<file path="config.mk">
export PLATFORM = sky130hd
export DESIGN_NAME = fetch_unit
export DESIGN_NICKNAME = d
export VERILOG_FILES = /design/src/rtl/fetch_unit.sv
export SDC_FILE = /design/constraint.sdc
export NUM_CORES = 1
export LEC_CHECK = 0
export ABC_AREA = 1
export CAP_MARGIN = 20
export CELL_PAD_IN_SITES_DETAIL_PLACEMENT = 2
export CELL_PAD_IN_SITES_GLOBAL_PLACEMENT = 2
export CORE_MARGIN = 3
export CORE_UTILIZATION = 33
export CTS_BUF_LIST = sky130_fd_sc_hd__clkbuf_8
export CTS_CLUSTER_SIZE = 25
export DETAILED_ROUTE_END_ITERATION = 10
export DONT_BUFFER_PORTS = 1
export GPL_TIMING_DRIVEN = 0
export PLACE_DENSITY = 0.84
export SYNTH_ARGS = -nofsm -noshare
export SYNTH_HDL_FRONTEND = slang
export SYNTH_SLANG_ARGS = --single-unit
export TNS_END_PERCENT = 100
</file>
<file path="constraint.sdc">
create_clock -name clk -period 1.5 [get_ports clk]
set_clock_uncertainty 0.1 [all_clocks]
set_input_delay 0.3 -clock clk [delete_from_list [all_inputs] [get_ports clk]]
set_output_delay 0.3 -clock clk [all_outputs]
set_load 0.05 [all_outputs]
</file>
<file path="src/rtl/fetch_unit.sv">
// Instruction-fetch front end for the SLC-3 core: owns PC, MAR, MDR and IR.
// Optional single-step pause after each fetch when SINGLE_STEP_EN is defined.
//
// state   | meaning
// --------+----------------------------------------------------------
// IDLE    | not fetching, registers held; waits for run_i
// FETCH1  | MAR <= PC, PC <= PC+1
// FETCH2  | memory enabled for MEM_WAIT cycles, MDR captured on last
// FETCH3  | IR <= MDR, ir_valid_o pulses next cycle
// PAUSE   | single-step hold, released by a rising edge on continue_i
module fetch_unit #(
    parameter int DATA_W   = 16,
    parameter int ADDR_W   = 16,
    parameter int RESET_PC = 0,
    parameter int MEM_WAIT = 1
) (
    input  logic              clk,
    input  logic              reset,
    input  logic              run_i,
    input  logic              continue_i,
    input  logic              redirect_valid_i,
    input  logic [ADDR_W-1:0] redirect_pc_i,
    input  logic [DATA_W-1:0] mem_rdata,
    output logic [DATA_W-1:0] mem_wdata,
    output logic [ADDR_W-1:0] mem_addr,
    output logic              mem_mem_ena,
    output logic              mem_wr_ena,
    output logic [ADDR_W-1:0] pc_o,
    output logic [DATA_W-1:0] ir_o,
    output logic              ir_valid_o,
    output logic              busy_o,
    output logic [DATA_W-1:0] hex_display_debug
);

    localparam logic [ADDR_W-1:0] PC_RST    = ADDR_W'(RESET_PC);
    localparam logic [3:0]        WAIT_LAST = 4'(MEM_WAIT - 1);

    typedef enum logic [2:0] {
        S_IDLE,
        S_FETCH1,
        S_FETCH2,
        S_FETCH3,
        S_PAUSE
    } state_t;

    state_t            state, state_n;
    logic [ADDR_W-1:0] pc, pc_n;
    logic [ADDR_W-1:0] mar, mar_n;
    logic [DATA_W-1:0] mdr, mdr_n;
    logic [DATA_W-1:0] ir, ir_n;
    logic [3:0]        wait_cnt, wait_n;
    logic              ir_valid_q, valid_n;
    logic              cont_rise;

`ifdef SINGLE_STEP_EN
    logic cont_q;

    always_ff @(posedge clk or negedge reset) begin
        if (!reset) begin
            cont_q <= 1'b0;
        end else begin
            cont_q <= continue_i;
        end
    end

    assign cont_rise = continue_i & ~cont_q;
`else
    wire unused_continue = continue_i;
    assign cont_rise = 1'b0;
`endif

    always_ff @(posedge clk or negedge reset) begin
        if (!reset) begin
            state      <= S_IDLE;
            pc         <= PC_RST;
            mar        <= '0;
            mdr        <= '0;
            ir         <= '0;
            wait_cnt   <= '0;
            ir_valid_q <= 1'b0;
        end else begin
            state      <= state_n;
            pc         <= pc_n;
            mar        <= mar_n;
            mdr        <= mdr_n;
            ir         <= ir_n;
            wait_cnt   <= wait_n;
            ir_valid_q <= valid_n;
        end
    end

    always_comb begin
        state_n = state;
        pc_n    = pc;
        mar_n   = mar;
        mdr_n   = mdr;
        ir_n    = ir;
        wait_n  = wait_cnt;
        valid_n = 1'b0;

        // A redirect always wins the PC, including over the FETCH1 increment.
        if (redirect_valid_i) begin
            pc_n = redirect_pc_i;
        end

        case (state)
            S_IDLE: begin
                if (!redirect_valid_i && run_i) begin
                    state_n = S_FETCH1;
                end
            end
            S_FETCH1: begin
                mar_n  = pc;
                wait_n = '0;
                if (redirect_valid_i) begin
                    state_n = S_FETCH1;
                end else begin
                    pc_n    = pc + 1'b1;
                    state_n = S_FETCH2;
                end
            end
            S_FETCH2: begin
                if (redirect_valid_i) begin
                    wait_n  = '0;
                    state_n = S_FETCH1;
                end else if (wait_cnt == WAIT_LAST) begin
                    mdr_n   = mem_rdata;
                    wait_n  = '0;
                    state_n = S_FETCH3;
                end else begin
                    wait_n = wait_cnt + 4'd1;
                end
            end
            S_FETCH3: begin
                if (redirect_valid_i) begin
                    state_n = S_FETCH1;
                end else begin
                    ir_n    = mdr;
                    valid_n = 1'b1;
`ifdef SINGLE_STEP_EN
                    state_n = S_PAUSE;
`else
                    state_n = run_i ? S_FETCH1 : S_IDLE;
`endif
                end
            end
            S_PAUSE: begin
                if (!redirect_valid_i) begin
                    if (!run_i) begin
                        state_n = S_IDLE;
                    end else if (cont_rise) begin
                        state_n = S_FETCH1;
                    end
                end
            end
            default: begin
                state_n = S_IDLE;
            end
        endcase
    end

    assign mem_wdata         = mdr;
    assign mem_addr          = mar;
    assign mem_mem_ena       = (state == S_FETCH2);
    assign mem_wr_ena        = 1'b0;
    assign pc_o              = pc;
    assign ir_o              = ir;
    assign ir_valid_o        = ir_valid_q;
    assign busy_o            = (state != S_IDLE);
    assign hex_display_debug = ir;

endmodule

</file>
==> impl_metrics.toml <==
[global_routing]
antenna_found_initial = 0
grt_first_pass_wirelength_mm = 20.2
overflow = 0
grt_usage = 0.236
first_global_vias = 3387
grt_max_degree = 72

[layout]
final_util = 0.516
antenna_cells = 0
layout.nets = 501
final_area_um2 = 4880
drive_gt1_frac = 0.439
final_cells = 591
syn2layout_area_growth_pct = 48.0

[yosys]
synth_top_area_cell = "dfrtp_1"
synth_area_leaders = "dfrtp_1 (54%), nand2_1 (16%), o21ai_0 (4.9%), inv_1 (4.8%), buf_4 (3.9%)"
ys.flop_type = "dfrtp_1"
syn-cell-area_um2 = 3300
ys_ff_latch = 71
synth_edf_count = 0
async_reset_ff_frac = 1.00
synthCells = 399
yosys-top-cells-count = "nand2_1 (139), dfrtp_1 (71), inv_1 (42)"
seq_area_frac_synth = 0.539
avgSynthCellArea_um2 = 8.27
synth_most_common_cell = "nand2_1"
ys_types = 24
ys_warn_count = 0
yosysTopAreaCellShare = 0.539
synth_fp_nets = 443

[worst_setup_path]
rrSetupSlack_ns = -0.30
crit_arrival_ns = 1.92
max_stage_delay_ns = 0.45
critPathMaxFanout = 5
crit_chain = "inv_4 > buf_6 > ha_4 > nand2_4 > buf_6 > nor3_4 > nand2_1 > nand2_1 > o21ai_1"
cp-startpoint = "state[1]$_DFFE_PN0P_"
cp_slowest_cell = "dfrtp_2"
critPathBufInv = 3
ff2ff_path_depth = 9
crit_cells = 9
setup.worst_path.class = "reg -> reg"
startpoint_type = "register"
path_delay_family = "simple AND/OR/NAND/NOR gates"
cp.required_ns = 1.62
crit_path_end_kind = "register"
rr_endpoint = "pc_o[6]$_DFF_PN0_"
rr_startpoint = "state[1]$_DFFE_PN0P_"

[status]
outcome = "complete, but fails checks"
violations = "negative hold slack, negative setup slack"

[drt]
wl_mm = 15.1
drc = 0
drt_iter0_markers = 141
vias_per_cell = 5.31
firstDrtPassIters = 4
via_count = 3137
antenna_left = 0
wl_per_cell_um = 25.6

[die]
dieArea_um2 = 11200
die_y_um = 106
pin_count = 121
rows = 35
die_x_um = 106
start_util = 0.349
core-area_um2 = 9460

[timing]
hold_slack_ns = -0.477
tns_ns = -10.16
setup_viol = 66
setup_slack_ns = -0.301
tightest_slew_ns = 0.596
min_period_ns = 1.80
maxSlewHeadroom = 0.603
rsz0062_at_grt = "yes"
maxSlewViolCount = 0
hold_viol_final = 71
fmax_mhz = 555
fin_crit_sh = 1.20

[placed_design]
dp_hpwl_mm = 7.66
place_inst = 528
post_dp_cell_area_um2 = 3500
io_buffers = 0
post-place-ws_ns = -0.326
gp_congestion = 0.811

[cts]
clock_path_buffers = 2
h-tree-depth = 3
clock-root-buffer = "clkbuf_8"
cts_sinks = 71
numCtsBuffers = 9
cts_tree = "built"
clock_latency_ns = 0.36
path_clk_slew_ns = 0.10

[pwr]
peakVddDrop_mv = 0.977
p_total_mw = 12.5
p_leak_nw = 2.31
power_density_nw_per_um2 = 2570

[worst_hold_path]
hold_class = "in -> async"

[flow_run]
maxCapViolCount = 0
[repair_timing]
| action | CTS | global route |
|---|---|---|
| endpoints found under the setup margin | 70 | 87 |
| gates resized for setup | 140 | 90 |
| hold endpoints to repair | 85 | 72 |
| pin swaps | 17 | 19 |
| buffers inserted | 17 | 15 |
| cloned | 0 | 1 |
| hold buffers | 14 | 1 |
[worst max path at each step]
stage          slack (ns)                        end
2_1_floorplan       0.007  mem_wdata[12]$_DFFE_PN0P_
3_3_place_gp        -0.22   mem_addr[15]$_DFFE_PN0N_
3_5_place_dp        -0.33   mem_addr[15]$_DFFE_PN0N_
4_1_cts             -0.23                     busy_o
5_1_grt             -0.38          pc_o[5]$_DFF_PN0_
6_report            -0.30          pc_o[6]$_DFF_PN0_
[flip-flops by register name (all words and copies together), names as in the netlist, named ones only]
| signal | count |
|---|---|
| ir_valid_o | 1 |
| pc_o | 15 |
| hex_display_debug | 16 |
| mem_addr | 16 |
| wait_cnt | 4 |
| state | 2 |
| mem_wdata | 16 |
[worst register-to-register path, delay by kind of cell (launching register included)]
family	cells	cell delay (ns)
AOI/OAI and AO/OA	1	0.11
and+or+nand+nor	4	0.50
DFF	1	0.45
adders and majority gates	1	0.18
buffers and inverters	3	0.32
[area by class of cell]
type / count / area (um2)
Fill cell: 986 / 4580
Clock buffer: 9 / 124
Multi-Input combinational cell: 256 / 1630
Inverter: 43 / 174
Tap cell: 129 / 161
Buffer: 28 / 355
Clock inverter: 7 / 121
Timing Repair Buffer: 48 / 482
Sequential cell: 71 / 1830
[power by group]
part / internal (mW) / switching (mW) / total (mW)
combinational: 1.97 / 2.73 / 4.70
sequential: 2.61 / 3.25 / 5.85
clock: 1.11 / 0.873 / 1.99
total: 5.69 / 6.85 / 12.5
[kinds of logic (layout without fill, tap and decap cells)]
| logic type | Yosys count | in the layout | synth area share |
|---|---|---|---|
| adders and majority gates | 7 | 7 | 0.0266 |
| other | 1 | 1 | 0.00114 |
| xor gates and xnor gates | 2 | 2 | 0.00531 |
| buffers and inverters | 72 | 135 | 0.105 |
| AOI/OAI and AO/OA | 61 | 61 | 0.0933 |
| DFF | 71 | 71 | 0.539 |
| muxes | 1 | 1 | 0.00304 |
| and+or+nand+nor | 184 | 184 | 0.227 |
[layout by cell type (no fill, tap or decap), types with 4 or more instances in the layout]
| cell type | instances |
|---|---|
| dlygate4sd3_1 | 15 |
| dfrtp_2 | 25 |
| nand2_1 | 101 |
| clkbuf_8 | 9 |
| nand3_1 | 4 |
| dfrtp_4 | 6 |
| o21ai_2 | 8 |
| nor2_4 | 7 |
| buf_6 | 14 |
| nand3_2 | 6 |
| buf_8 | 19 |
| inv_2 | 8 |
| ha_4 | 4 |
| nand2_2 | 25 |
| nor2_1 | 11 |
| nand2_4 | 13 |
| inv_1 | 31 |
| dfrtp_1 | 40 |
| a21oi_1 | 5 |
| o21ai_1 | 25 |
| buf_4 | 21 |
| o21ai_0 | 13 |
| a21oi_2 | 7 |
[metal layers]
| layer | vias to the layer above | GRT usage | routed length [um] |
|---|---|---|---|
| met5 | - | 0 | 0 |
| met4 | 0 | 0.0666 | 452 |
| met3 | 30 | 0.0662 | 933 |
| met2 | 129 | 0.444 | 8080 |
| met1 | 1627 | 0.259 | 5650 |
| li1 | 1351 | - | - |
No activity file was read; power rests on OpenSTA's default activity.
